`config.mk`:
```
export PLATFORM = sky130hd
export DESIGN_NAME = instr_fetch_unit
export DESIGN_NICKNAME = d
export VERILOG_FILES = /design/src/rtl/ifu_pkg.sv /design/src/rtl/ifu_queue.sv /design/src/rtl/instr_fetch_unit.sv
export SDC_FILE = /design/constraint.sdc
export NUM_CORES = 1
export LEC_CHECK = 0
export BUFFER_PORTS_ARGS = -buffer_cell sky130_fd_sc_hd__buf_4
export CORE_MARGIN = 3
export CORE_UTILIZATION = 30
export CTS_CLUSTER_DIAMETER = 30
export DETAILED_ROUTE_END_ITERATION = 6
export HOLD_SLACK_MARGIN = 0.05
export PLACE_DENSITY = 0.47
export SYNTH_ARGS = -nofsm -noshare
export SYNTH_HDL_FRONTEND = slang
export SYNTH_HIERARCHICAL = 1
export SYNTH_SLANG_ARGS = --single-unit
```
`constraint.sdc`:
```
create_clock -name clk -period 9 [get_ports clk]
set_input_delay 1.35 -clock clk [delete_from_list [all_inputs] [get_ports clk]]
set_output_delay 1.35 -clock clk [all_outputs]
set_load 0.01 [all_outputs]
```
`src/rtl/ifu_pkg.sv`:
```
// ifu_pkg: shared state encoding, occupancy width helper and perf counter widths for the fetch unit.
package ifu_pkg;
  typedef enum logic [1:0] {S_BOOT, S_RUN, S_HALT} state_t;
  localparam int PERF_FETCH_W = 32;
  localparam int PERF_FLUSH_W = 16;
  localparam int PERF_STALL_W = 32;
  function automatic int occ_w(input int depth);
    return $clog2(depth) + 1;
  endfunction
endpackage

```
`src/rtl/ifu_queue.sv`:
```
// ifu_queue: power-of-two synchronous FIFO for prefetched {pc, instruction} pairs; flush beats push.
module ifu_queue
  import ifu_pkg::*;
#(
  parameter int W     = 48,
  parameter int DEPTH = 4
) (
  input  logic                      clk,
  input  logic                      rst,
  input  logic                      i_push,
  input  logic                      i_pop,
  input  logic                      i_flush,
  input  logic [W-1:0]              i_din,
  output logic [W-1:0]              o_dout,
  output logic                      o_full,
  output logic                      o_empty,
  output logic [occ_w(DEPTH)-1:0]   o_count
);
  localparam int AW = $clog2(DEPTH);
  localparam int CW = occ_w(DEPTH);
  logic [W-1:0]  r_mem [DEPTH];
  logic [AW-1:0] r_wr, r_rd;
  logic [CW-1:0] r_cnt;
  logic          w_wr, w_rd;
  assign o_full  = int'(r_cnt) == DEPTH;
  assign o_empty = r_cnt == '0;
  assign o_count = r_cnt;
  assign o_dout  = r_mem[r_rd];
  assign w_rd    = i_pop && !o_empty;
  // a pop frees the slot the push lands in, so push+pop is legal even when full
  assign w_wr    = i_push && (!o_full || w_rd);
  always_ff @(posedge clk or posedge rst) begin
    if (rst) begin
      r_wr  <= '0;
      r_rd  <= '0;
      r_cnt <= '0;
    end else if (i_flush) begin
      r_wr  <= '0;
      r_rd  <= '0;
      r_cnt <= '0;
    end else begin
      r_wr  <= r_wr + AW'(w_wr);
      r_rd  <= r_rd + AW'(w_rd);
      r_cnt <= r_cnt + CW'(w_wr) - CW'(w_rd);
    end
  end
  always_ff @(posedge clk) begin
    if (w_wr && !i_flush) r_mem[r_wr] <= i_din;
  end
endmodule

```
`src/rtl/instr_fetch_unit.sv`:
```
// instr_fetch_unit: PC, credit-limited RAM fetch and prefetch queue with branch flush and halt.
// Defining IFU_PERF_CNT_EN adds saturating perf_fetched/perf_flushes/perf_stall outputs.
module instr_fetch_unit
  import ifu_pkg::*;
#(
  parameter int ADDR_W   = 16,
  parameter int INSTR_W  = 32,
  parameter int Q_DEPTH  = 4,
  parameter int PC_STEP  = 1,
  parameter int RESET_PC = 0
) (
  input  logic                    clk,
  input  logic                    rst,
  output logic                    fetch_en,
  output logic [ADDR_W-1:0]       fetch_address,
  input  logic [INSTR_W-1:0]      fetch_out,
  output logic                    instr_valid,
  input  logic                    instr_ready,
  output logic [INSTR_W-1:0]      instruction,
  output logic [ADDR_W-1:0]       instr_pc,
  input  logic                    branch_en,
  input  logic [ADDR_W-1:0]       branch_target,
  input  logic                    halt,
  output logic [ADDR_W-1:0]       PC
`ifdef IFU_PERF_CNT_EN
  ,
  output logic [PERF_FETCH_W-1:0] perf_fetched,
  output logic [PERF_FLUSH_W-1:0] perf_flushes,
  output logic [PERF_STALL_W-1:0] perf_stall
`endif
);
  localparam int OCC_W = occ_w(Q_DEPTH);
  state_t                    r_state, w_next;
  logic [ADDR_W-1:0]         r_pc, r_fl_pc;
  logic                      r_inflight, r_stale;
  logic                      w_push, w_pop, w_full, w_empty, w_credit;
  logic [OCC_W-1:0]          w_count;
  logic [ADDR_W+INSTR_W-1:0] w_head;
  always_comb begin
    w_credit = !w_full && (int'(w_count) + int'(r_inflight) < Q_DEPTH);
    fetch_en = (r_state == S_RUN) && !halt && w_credit;
    w_next   = (r_state == S_BOOT) ? S_RUN : (halt ? S_HALT : S_RUN);
  end
  always_ff @(posedge clk or posedge rst) begin
    if (rst) begin
      r_state    <= S_BOOT;
      r_pc       <= ADDR_W'(RESET_PC);
      r_fl_pc    <= '0;
      r_inflight <= 1'b0;
      r_stale    <= 1'b0;
    end else begin
      r_state    <= w_next;
      r_pc       <= branch_en ? branch_target : (fetch_en ? r_pc + ADDR_W'(PC_STEP) : r_pc);
      r_fl_pc    <= fetch_en ? r_pc : r_fl_pc;
      r_inflight <= fetch_en;
      // a fetch issued alongside a redirect belongs to the old path and must not land
      r_stale    <= fetch_en && branch_en;
    end
  end
  assign fetch_address = r_pc;
  assign PC            = r_pc;
  assign w_push        = r_inflight && !r_stale;
  assign w_pop         = instr_valid && instr_ready;
  assign instr_valid   = !w_empty;
  assign instruction   = instr_valid ? w_head[INSTR_W-1:0] : '0;
  assign instr_pc      = instr_valid ? w_head[ADDR_W+INSTR_W-1 -: ADDR_W] : '0;
  ifu_queue #(.W(ADDR_W + INSTR_W), .DEPTH(Q_DEPTH)) u_queue (
    .clk     (clk),
    .rst     (rst),
    .i_push  (w_push),
    .i_pop   (w_pop),
    .i_flush (branch_en),
    .i_din   ({r_fl_pc, fetch_out}),
    .o_dout  (w_head),
    .o_full  (w_full),
    .o_empty (w_empty),
    .o_count (w_count)
  );
`ifdef IFU_PERF_CNT_EN
  always_ff @(posedge clk or posedge rst) begin
    if (rst) begin
      perf_fetched <= '0;
      perf_flushes <= '0;
      perf_stall   <= '0;
    end else begin
      perf_fetched <= perf_fetched + PERF_FETCH_W'(w_push && !branch_en && !(&perf_fetched));
      perf_flushes <= perf_flushes + PERF_FLUSH_W'(branch_en && !(&perf_flushes));
      perf_stall   <= perf_stall + PERF_STALL_W'(instr_valid && !instr_ready && !(&perf_stall));
    end
  end
`endif
endmodule

```
* Yosys cells after proc, flatten, opt, wreduce, memory -nomap -nowiden
Memories as Yosys holds them, arrays and structs flattened.
Index checks and enable logic that the tools add are counted.
** Word-level totals
- Output and inout bits :: 82
- Input port bits :: 53
- Logic and storage cells :: 47
- Register bits :: 43
- Memory bits (writable) :: 192
- Memories kept :: 1
** Memory list
- u_queue.r_mem :: depth 4, width 48, rd ports 1, clocked after memory_dff 0, wr ports 1, line ifu_queue.sv:21 : logic [W-1:0] r_mem [DEPTH];
** Operators by class
- Add/sub/neg operators :: 6
- Magnitude comparators :: 1
- Equal/unequal tests :: 2
- Reduce and logical (&&, ||, !) cells :: 18
- Mux-type cells :: 11
** Operator list (number)
- 16-bit 2-to-1 mux :: 3
- 32-bit 2-to-1 mux :: 1
- 16-bit by 1-bit adder with 16-bit output (second input constant) :: 1
- 1-bit logical AND :: 9
- 2-bit 2-to-1 mux :: 4
- 1-bit logical NOT :: 5
- 2-bit by 1-bit adder with 2-bit output :: 2
- 3-bit by 1-bit adder with 4-bit output :: 1
- 4-bit by 3-bit < comparator with 1-bit output (second input constant) :: 1
- 3-bit by 1-bit adder with 3-bit output :: 1
- 3-bit == test (second input constant) :: 1
- 3-bit logical NOT :: 1
- 3-bit 2-to-1 mux :: 1
- 3-bit by 1-bit subtractor with 3-bit output :: 1
- 2-bit by 1-bit == test with 1-bit output (second input constant) :: 1
- 2-bit logical NOT :: 1
- 1-bit 2-to-1 mux :: 2
- 2-bit nonzero test :: 1
- 1-bit logical OR :: 1

* Longest topological paths before layout
Gate-level depths: netlist of run 1.
- Depth after elaboration :: 9
- Gate-level depth with buffers :: 11
- Depth with buffers taken out :: 10

* Cells and area by module
The synthesis of run 1 kept the hierarchy.
** Modules (own cells, without submodules)
- ifu_queue :: cells an instance 290, instances 1, area an instance 7327.0 um^2, sequential area each 5940.7 um^2
- instr_fetch_unit :: cells an instance 263, instances 1, area an instance 2214.6 um^2, sequential area each 900.9 um^2

* Worst setup path after synthesis of run 1
OpenSTA, ideal clock, no wires.
- Kind :: input to register
- Start point :: input instr_ready
- End point :: memory u_queue.r_mem[1][0] (enable)
- Data required time :: 8.410 ns
- Setup time :: 0.590 ns
- Stages on the path :: 3
- Buffers on the path :: 0
- Path slack :: 1.633 ns
- Arrival :: 6.777 ns
- Cells stage by stage :: nor2b_1 -> and2b_1 -> nor4b_1
** Between the ends
- Cells in the longest elaborated chain, start to end :: 7
** Ends and longest elaborated chain
- start, declared :: line instr_fetch_unit.sv:18 : input logic instr_ready,
- 1-bit logical AND :: line instr_fetch_unit.sv:63 : assign w_pop = instr_valid && instr_ready;
- 1-bit logical AND :: line ifu_queue.sv:29 : assign w_rd = i_pop && !o_empty;
- 1-bit logical OR :: line ifu_queue.sv:31 : assign w_wr = i_push && (!o_full || w_rd);
- 1-bit logical AND :: line ifu_queue.sv:31
- 1-bit logical AND :: line ifu_queue.sv:48 : if (w_wr && !i_flush) r_mem[r_wr] <= i_din;
- 1-bit 2-to-1 mux :: line ifu_queue.sv:48
- 1-bit 2-to-1 mux (not written as such) :: line ifu_queue.sv:48
- end, declared :: line ifu_queue.sv:21
Every way passes these cells.

* Worst setup path after layout of run 1
- Start point :: input halt
- End point :: output fetch_en
** Between the ends
- Cells in the longest elaborated chain, start to end :: 3
** Ends and longest elaborated chain
- start, declared :: line instr_fetch_unit.sv:23 : input logic halt,
- 1-bit logical NOT :: line instr_fetch_unit.sv:41 : fetch_en = (r_state == S_RUN) && !halt && w_credit;
- 1-bit logical AND (2 in series) :: line instr_fetch_unit.sv:41
- end, declared :: line instr_fetch_unit.sv:14 : output logic fetch_en,
Every way passes these cells.

==> impl_metrics.py, run 1 <==
metrics = {
    "run_status": {
        "status": "completed",
    },
    "sta": {
        "relSlewSlack_pct": 29.9,
        "period_needed_ns": 4.49,
        "drv_slew": 0,
        "worst_slew_pin_slew_ns": 1.05,
        "setup_viol": 0,
        "fin_hold_ws_ns": 0.516,
        "finalHoldViolations": 0,
        "fmax_mhz": 223,
        "period_share_pct": 49.9,
        "rsz0062_at_grt": "false",
        "final.setup.tns_ns": 0,
        "skew_ns": 0.0188,
    },
    "placement": {
        "post-dp-hpwl_um": 12400,
        "port_buffers": 134,
        "place_congestion": 0.732,
    },
    "setup_path": {
        "critical_path_class": "in -> out",
        "required_ns": 7.65,
        "worstSetupStartpointType": "input port",
        "cp.arrival_ns": 3.14,
        "r2r-start": "u_queue/o_count[1]",
        "rr_worst_depth": 11,
        "cp_max_fo": 22,
        "rrSetupSlack_ns": 6.05,
        "crit_path_end_kind": "output port",
        "timing.rr.end": "u_queue/o_count[2]",
    },
    "clock_tree": {
        "clkSlewWorstSetupHoldPaths_ns": 0.05,
        "clock_sinks": 235,
        "cts_tree": "yes",
        "numCtsBuffers": 52,
        "post_cts_buffers": 0,
        "htreeDepth": 2,
        "cts_resized": 0,
        "clockBufferDepth": 3,
        "insertion_delay_ns": 0.53,
        "cts_root_buf": "clkbuf_16",
        "hold_buffers": 0,
    },
    "routing": {
        "drc": 0,
        "drt-vias-per-instance": 4.67,
        "wire_per_inst_um": 18.0,
        "drtIter0Drc": 281,
        "vias": 5376,
        "wirelength_um": 20800,
        "antenna_left": 0,
        "first_pass_iters": 4,
    },
    "worst_hold_path": {
        "hold_class": "reg -> reg",
        "hold_start": "r_fl_pc[14]",
        "holdPathEnd": "u_queue/r_mem[0][46]",
        "hold_depth": 0,
    },
    "synth": {
        "synth_top_cell_area_share_pct": 60.4,
        "netlist_top_cells_count": "edfxtp_1, nand2_1, nor2b_1, mux4_2, dfrtp_1",
        "dominantRegCellSynth": "edfxtp_1",
        "synth_top_cell_by_area": "edfxtp_1",
        "synth_edf_count": 192,
        "yosysMostFrequentCell": "edfxtp_1",
        "syn_area_mm2": 0.00954,
        "syn_inst": 553,
        "synth-seq-cells": 235,
        "yosysSeqAreaShare_pct": 71.7,
        "synth_fp_nets": 611,
        "ys_types": 48,
        "avgSynthCellArea_um2": 17.3,
        "ys_warn_count": 6,
        "netlist_top_cells_area": "edfxtp_1, mux4_2, dfrtp_1",
        "async_flop_share_pct": 18.3,
    },
    "floorplan": {
        "die_w_um": 184,
        "coreArea_mm2": 0.0310,
        "die_h_um": 184,
        "rows": 64,
        "initial_core_util_pct": 30.8,
        "ios": 135,
        "die_area_mm2": 0.0340,
    },
    "finish": {
        "areaGrowthSynthToFinish_pct": 33.7,
        "nNetsFinal": 769,
        "drive_gt1_share_pct": 40.1,
        "num_antenna_cells": 0,
    },
    "pwr": {
        "p_leak_nw": 4.67,
        "pwr_density_cell_mw_per_mm2": 310,
        "ir_drop_v": 0.000156,
    },
    "grt": {
        "grt_max_degree": 54,
        "antenna_found_initial": 0,
        "grt_pass1_vias": 5949,
        "grt_pass1_wl_um": 33000,
        "overflow": 0,
        "track_usage_pct": 12.4,
    },
    "job": {
        "maxCapViolCount": 0,
    },
}
[state kept, by name, indices dropped and copies added (netlist names)]
name	flops
PC	16
r_fl_pc	16
r_inflight	1
r_stale	1
r_state	2
u_queue/o_count	3
u_queue/r_mem	192
u_queue/r_rd	2
u_queue/r_wr	2
[cell usage in the layout (no fill, tap or decap), types with 3 or more instances in the layout]
| cell | instances |
|---|---|
| xnor2_1 | 4 |
| dfrtp_1 | 41 |
| a31oi_1 | 8 |
| nand3_1 | 8 |
| nand4_1 | 4 |
| inv_1 | 7 |
| ha_1 | 4 |
| clkinv_2 | 12 |
| inv_6 | 6 |
| bufinv_16 | 10 |
| mux4_2 | 48 |
| xor2_1 | 3 |
| and3_1 | 4 |
| o21ai_0 | 4 |
| o41ai_1 | 4 |
| edfxtp_1 | 192 |
| buf_4 | 145 |
| nor2b_1 | 55 |
| nand2_1 | 62 |
| o31ai_1 | 4 |
| and2_1 | 3 |
| clkinvlp_4 | 10 |
| clkinv_4 | 5 |
| or4_1 | 7 |
| nor2_1 | 14 |
| clkbuf_16 | 53 |
[how the worst max path moves through the flow]
stage	depth (start not counted)	to	start	slack, ns
5_1_grt	5	fetch_en	halt	4.26
3_3_place_gp	5	fetch_en	halt	4.56
4_1_cts	5	fetch_en	halt	4.45
6_report	5	fetch_en	halt	4.51
2_1_floorplan	3	u_queue/r_mem[1][0]	instr_ready	1.63
3_5_place_dp	5	fetch_en	halt	4.46
[per-layer routing]
layer | track usage [%] | up-vias | wire length [µm]
met5 | 0 | - | 0
met4 | 3.90 | 0 | 391
met3 | 3.37 | 36 | 1260
met2 | 20.3 | 175 | 9970
met1 | 16.2 | 2707 | 9150
li1 | - | 2458 | -
[where the power goes]
group          total, mW  switching, mW  internal (mW)
logic              0.585          0.299          0.286
clock network       1.96          0.598           1.36
registers           1.41          0.108           1.30
total               3.96           1.01           2.95
[worst max-delay path, stage by stage]
cell and delay (ns):
buf_4 0.13, nor3b_4 0.29, nand3_1 0.61, inv_2 0.55, buf_4 0.20
[cell type report]
| class | count | area (µm²) |
|---|---|---|
| Fill cell | 2817 | 18200 |
| Tap cell | 396 | 495 |
| Clock inverter | 44 | 536 |
| Sequential cell | 235 | 6850 |
| Multi-Input combinational cell | 269 | 2430 |
| Clock buffer | 54 | 1330 |
| Inverter | 8 | 30.0 |
| Timing Repair Buffer | 145 | 1090 |
[cells by family after synthesis]
kind of cell | after synthesis | share of synthesized area (%)
buffers and inverters | 49 | 3.09
adder cells (fa/ha/maj) | 5 | 0.734
AND/OR/NAND/NOR | 180 | 10.3
flip-flops | 235 | 71.7
multiplexers | 50 | 11.6
AO/OA/AOI/OAI | 27 | 1.98
XOR/XNOR | 7 | 0.643
[stage by stage]
stage / util, % / std cells / area, µm² / total power [mW] / worst slack (ns)
after floorplan: - / 553 / 9540 / 1.74 / 1.63
after global routing: 41.2 / 1151 / 12800 / 4.15 / 4.26
final: 41.2 / 1151 / 12800 / 3.96 / 4.51
after CTS: 41.2 / 1151 / 12800 / 4.03 / 4.45
after global placement: 35.2 / 1053 / 10900 / 2.03 / 4.56
after detailed placement: 35.2 / 1053 / 10900 / 2.04 / 4.46
No activity file was read; power rests on OpenSTA's default activity.
==> inputs of run 2 (changes only) <==
--- a/config.mk
+++ b/config.mk
@@ -11,7 +11,7 @@
 export CTS_CLUSTER_DIAMETER = 30
 export DETAILED_ROUTE_END_ITERATION = 6
 export HOLD_SLACK_MARGIN = 0.05
-export PLACE_DENSITY = 0.47
+export PLACE_DENSITY = 0.49
 export SYNTH_ARGS = -nofsm -noshare
 export SYNTH_HDL_FRONTEND = slang
 export SYNTH_HIERARCHICAL = 1
==> constraint.sdc (replaced) <==
create_clock -name clk -period 4 [get_ports clk]
set_input_delay 0.6 -clock clk [delete_from_list [all_inputs] [get_ports clk]]
set_output_delay 0.6 -clock clk [all_outputs]
set_load 0.01 [all_outputs]
==> run 2 against run 1 <==
Cell count up 1.4%. Critical path depth down 1. Clock power up 130%. Die area unchanged. Critical endpoint is now instruction[25]. First-iteration DRC count down 24%.
==> impl_metrics.py, run 2 (synthesis gave the netlist of run 1 again) <==
metrics = {
    "sta": {
        "fin_hold_ws_ns": 0.260,
        "drv_slew": 0,
        "finalHoldViolations": 0,
        "period_needed_ns": 3.13,
        "setup_viol": 0,
        "rsz0062_at_grt": "false",
        "relSlewSlack_pct": 50.8,
        "worst_slew_pin_slew_ns": 0.737,
        "skew_ns": 0.0104,
        "period_share_pct": 78.3,
        "fmax_mhz": 319,
    },
    "setup_path": {
        "crit_family": "flip-flops",
        "rr_worst_depth": 10,
        "worstSetupStartpointType": "flop",
        "rrSetupSlack_ns": 1.28,
        "critPathBufInv": 2,
        "cp_cell_sequence": "buf_12 > mux4_2 > nor2b_1 > buf_4",
        "cp_max_fo": 26,
        "r2r-start": "u_queue/o_count[1]",
        "required_ns": 3.40,
        "critical_path_class": "reg -> out",
        "crit_path_end_kind": "output port",
        "cp-startpoint": "u_queue/r_rd[0]",
        "timing.rr.end": "u_queue/o_count[2]",
        "max_stage_delay_ns": 0.77,
        "slowest_stage": "dfrtp_4",
        "cp.arrival_ns": 2.53,
    },
    "clock_tree": {
        "cts_resized": 0,
        "htreeDepth": 2,
        "hold_buffers": 1,
        "clock_sinks": 235,
        "insertion_delay_ns": 0.54,
        "clockBufferDepth": 3,
        "cts_tree": "yes",
        "post_cts_buffers": 0,
        "cts_root_buf": "clkbuf_16",
        "numCtsBuffers": 59,
        "clkSlewWorstSetupHoldPaths_ns": 0.04,
    },
    "routing": {
        "wire_per_inst_um": 18.6,
        "wirelength_um": 21700,
        "drc": 0,
        "first_pass_iters": 4,
        "drtIter0Drc": 214,
        "antenna_left": 0,
        "drt-vias-per-instance": 4.74,
        "vias": 5533,
    },
    "pwr": {
        "totalPowerFinal_mw": 9.10,
        "power.switching_mw": 2.26,
        "pwr_density_cell_mw_per_mm2": 703,
        "p_leak_nw": 4.75,
        "p_int_mw": 6.83,
        "combinationalPowerShare_pct": 15.1,
        "p_seq_share_pct": 34.7,
        "ir_drop_v": 0.000306,
        "p_sw_share_pct": 24.9,
        "pwr-share-clk_pct": 50.2,
    },
    "grt": {
        "grt_max_degree": 53,
        "antenna_found_initial": 0,
        "grt_pass1_vias": 6066,
        "overflow": 0,
        "grt_pass1_wl_um": 33900,
        "track_usage_pct": 12.8,
    },
    "finish": {
        "multi_input_area_mm2": 0.00247,
        "largest_register_ff_count": 192,
        "layout_common_cells": "edfxtp_1, buf_4, nand2_1",
        "areaGrowthSynthToFinish_pct": 35.7,
        "regArea_mm2": 0.00685,
        "num_antenna_cells": 0,
        "drive_gt1_share_pct": 38.5,
        "final_common_cell": "edfxtp_1",
        "top_register": "u_queue/r_mem",
        "fill_cells": 2811,
        "nNetsFinal": 780,
    },
    "floorplan": {
        "rows": 64,
        "initial_core_util_pct": 30.8,
        "die_area_mm2": 0.0340,
        "die_w_um": 184,
        "coreArea_mm2": 0.0310,
        "die_h_um": 184,
        "ios": 135,
    },
    "worst_hold_path": {
        "hold_depth": 1,
        "hold_start": "fetch_out[30]",
        "holdPathEnd": "u_queue/r_mem[1][30]",
        "hold_class": "in -> reg",
    },
    "run_status": {
        "status": "completed",
    },
    "placement": {
        "post-dp-hpwl_um": 13300,
        "port_buffers": 134,
        "place_congestion": 0.715,
    },
    "job": {
        "maxCapViolCount": 0,
    },
}
run 2: changes by cell type in the layout (fill, tap and decap cells not counted), moves of 6 or more:
| cell | change |
|---|---|
| clkinvlp_4 | -6 |
| clkbuf_16 | +8 |
| clkbuf_1 | +6 |
| clkinv_1 | +15 |
| inv_6 | -6 |
run 2: how the worst max path moves through the flow:
stage / end / slack (ns) / depth (start not counted)
6_report: instruction[25] / 0.87 / 4
4_1_cts: instruction[25] / 0.77 / 4
2_1_floorplan: u_queue/r_mem[1][0] / -0.44 / 5
3_5_place_dp: u_queue/o_count[2] / 1.21 / 10
3_3_place_gp: u_queue/o_count[2] / 1.32 / 10
5_1_grt: instruction[9] / 0.69 / 4
run 2: through the flow:
stage / setup TNS (ns) / util [%] / cells / cell area (µm²) / worst slack [ns]
final: 0 / 41.8 / 1167 / 12900 / 0.867
after global routing: 0 / 41.8 / 1167 / 12900 / 0.686
after CTS: 0 / 41.8 / 1167 / 12900 / 0.765
after detailed placement: 0 / 35.4 / 1056 / 11000 / 1.21
after global placement: 0 / 35.4 / 1056 / 11000 / 1.32
after floorplan: -61.40 / - / 553 / 9570 / -0.435
run 2: cell type report:
cell class | count | area share (%)
Sequential cell | 235 | 52.9
Multi-Input combinational cell | 269 | 19.0
Clock buffer | 68 | 12.0
Timing Repair Buffer | 149 | 8.85
Tap cell | 396 | 3.83
Clock inverter | 42 | 3.18
Inverter | 8 | 0.232
run 2: routing by layer:
layer  GRT usage [%]  vias up  wire, µm
met5               0        -         0
met4            4.08        0       393
met3            2.94       46      1370
met2            21.4      204     10600
met1            16.7     2803      9370
li1                -     2480         -
run 2: power groups by stage:
| stage | combinational [mW] | sequential [mW] | clock [mW] |
|---|---|---|---|
| 6_report | 1.38 | 3.16 | 4.57 |
| 3_3_place_gp | 1.40 | 3.18 | 0 |
| 2_1_floorplan | 0.800 | 3.10 | 0 |
| 5_1_grt | 1.51 | 3.20 | 4.79 |
| 4_1_cts | 1.43 | 3.17 | 4.66 |
| 3_5_place_dp | 1.42 | 3.20 | 0 |
run 2: worst reg2reg max path, delay by kind of cell (launching register included):
family	cells	cell delay (ns)
AO/OA/AOI/OAI	2	0.34
buffers and inverters	2	0.64
AND/OR/NAND/NOR	3	0.52
adder cells (fa/ha/maj)	2	0.51
flip-flops	1	0.46
XOR/XNOR	1	0.16
==> inputs of run 3 (changes only) <==
==> constraint.sdc (replaced) <==
create_clock -name clk -period 2.55 [get_ports clk]
set_input_delay 0.3825 -clock clk [delete_from_list [all_inputs] [get_ports clk]]
set_output_delay 0.3825 -clock clk [all_outputs]
set_load 0.01 [all_outputs]
==> run 3 against run 2 <==
Global-route usage about the same. Sequential share of layout area decreased by 2.4 points. Sequential cell count is the same. Critical endpoint is now instr_pc[14]. Via count up 2.1%. Wire length is 0.74% lower. Highest routed layer unchanged. Worst setup slack lost 0.80 ns.
==> impl_metrics.py, run 3 (synthesis gave the netlist of run 1 again) <==
metrics = {
    "setup_path": {
        "crit_path_end_kind": "output port",
        "worstSetupStartpointType": "flop",
        "rr_worst_depth": 10,
        "r2r-start": "u_queue/o_count[1]",
        "crit_family": "multiplexers",
        "cp-startpoint": "u_queue/r_rd[0]",
        "required_ns": 2.17,
        "critical_path_class": "reg -> out",
        "critPathBufInv": 3,
        "cp_max_fo": 14,
        "rrSetupSlack_ns": 0.26,
        "timing.rr.end": "u_queue/o_count[2]",
        "max_stage_delay_ns": 0.52,
        "cp_cell_sequence": "buf_12 > buf_16 > mux4_2 > nor2b_1 > buf_4",
        "slowest_stage": "mux4_2",
        "cp.arrival_ns": 2.10,
    },
    "sta": {
        "skew_ns": 0.00925,
        "drv_slew": 0,
        "relSlewSlack_pct": 71.9,
        "fmax_mhz": 402,
        "finalHoldViolations": 0,
        "setup_slack_ns": 0.0632,
        "rsz0062_at_grt": "true",
        "period_needed_ns": 2.49,
        "period_share_pct": 97.5,
        "fin_hold_ws_ns": 0.0773,
        "setup_viol": 0,
        "worst_slew_pin_slew_ns": 0.421,
    },
    "clock_tree": {
        "cts_root_buf": "clkbuf_16",
        "clkSlewWorstSetupHoldPaths_ns": 0.05,
        "clock_sinks": 235,
        "insertion_delay_ns": 0.55,
        "clockBufferDepth": 3,
        "htreeDepth": 2,
        "numCtsBuffers": 55,
        "cts_tree": "yes",
    },
    "finish": {
        "largest_register_ff_count": 192,
        "nNetsFinal": 825,
        "fill_cells": 2767,
        "top_register": "u_queue/r_mem",
        "areaGrowthSynthToFinish_pct": 42.2,
        "layout_common_cells": "edfxtp_1, buf_4, nand2_1",
        "final_common_cell": "edfxtp_1",
        "layoutNonFillerInstCount": 1210,
        "drive_gt1_share_pct": 39.9,
        "num_antenna_cells": 0,
    },
    "routing": {
        "wire_per_inst_um": 17.8,
        "wirelength_um": 21500,
        "antenna_left": 0,
        "drtIter0Drc": 245,
        "vias": 5648,
        "drc": 0,
        "drt-vias-per-instance": 4.67,
        "first_pass_iters": 4,
    },
    "placement": {
        "port_buffers": 134,
        "place_ws_ns": 0.308,
        "place_congestion": 0.744,
        "post-dp-hpwl_um": 12800,
        "placed_cells": 1059,
    },
    "floorplan": {
        "die_w_um": 184,
        "initial_core_util_pct": 30.8,
        "rows": 64,
        "coreArea_mm2": 0.0310,
        "ios": 135,
        "die_h_um": 184,
        "die_area_mm2": 0.0340,
    },
    "pwr": {
        "power.switching_mw": 3.71,
        "p_int_mw": 10.8,
        "combinationalPowerShare_pct": 16.5,
        "pwr-share-clk_pct": 49.6,
        "p_sw_share_pct": 25.6,
        "p_leak_nw": 4.99,
        "p_seq_share_pct": 33.9,
        "ir_drop_v": 0.000503,
        "pwr_density_cell_mw_per_mm2": 1070,
    },
    "worst_hold_path": {
        "hold_start": "branch_target[3]",
        "hold_class": "in -> reg",
        "hold_depth": 2,
        "holdPathEnd": "PC[3]",
    },
    "job": {
        "maxCapViolCount": 0,
    },
    "grt": {
        "antenna_found_initial": 0,
        "overflow": 0,
        "grt_max_degree": 51,
        "grt_pass1_vias": 6212,
        "track_usage_pct": 12.8,
        "grt_pass1_wl_um": 34100,
    },
    "run_status": {
        "status": "completed",
    },
}
## run 3: final cells by class
class	instances	area (µm²)	share of cell area [%]
Timing Repair Buffer	198	1740	12.8
Multi-Input combinational cell	269	2490	18.4
Clock inverter	45	572	4.21
Tap cell	396	495	3.65
Clock buffer	59	1390	10.3
Sequential cell	235	6850	50.5
Inverter	8	30.0	0.221
## run 3: repair_timing
| action | in CTS | in global routing |
|---|---|---|
| setup endpoints to repair | 49 | 27 |
| hold buffers | 39 | 0 |
| gates resized for setup | 3 | 7 |
| endpoints found under the hold margin | 177 | 0 |
| gates cloned | 0 | 1 |
| setup buffers | 7 | 0 |
## run 3: layer usage
| layer | share of wire (%) | GRT usage (%) |
|---|---|---|
| met5 | 0 | 0 |
| met4 | 1.7 | 4.02 |
| met3 | 6.7 | 3.37 |
| met2 | 48 | 21.3 |
| met1 | 43 | 16.5 |
## run 3: through the flow
| stage | power [mW] | cell area, µm² | utilization [%] | TNS, ns |
|---|---|---|---|---|
| 4_1_cts | 14.7 | 13500 | 43.6 | -0.00563 |
| 2_1_floorplan | 6.19 | 9630 | - | -76.38 |
| 5_1_grt | 15.2 | 13600 | 43.8 | -0.0924 |
| 3_3_place_gp | 7.23 | 11100 | 35.8 | 0 |
| 3_5_place_dp | 7.28 | 11100 | 35.8 | 0 |
| 6_report | 14.5 | 13600 | 43.8 | 0 |
## run 3: worst max-delay path by stage
stage               slack (ns)                  end  cells after the start
CTS                     -0.006         instr_pc[14]                      5
global placement          0.38         instr_pc[14]                      4
global route             -0.03         instr_pc[14]                      5
detailed placement        0.31   u_queue/o_count[2]                     10
floorplan                -0.55  u_queue/r_mem[1][0]                      5
finish                    0.06         instr_pc[14]                      5
## run 3: power groups by stage
stage | Sequential (mW) | Clock (mW) | Combinational, mW
after floorplan | 4.88 | 0 | 1.31
after global placement | 4.97 | 0 | 2.26
after detailed placement | 5.01 | 0 | 2.27
after CTS | 4.91 | 7.34 | 2.42
after global routing | 4.96 | 7.57 | 2.63
final | 4.91 | 7.19 | 2.39
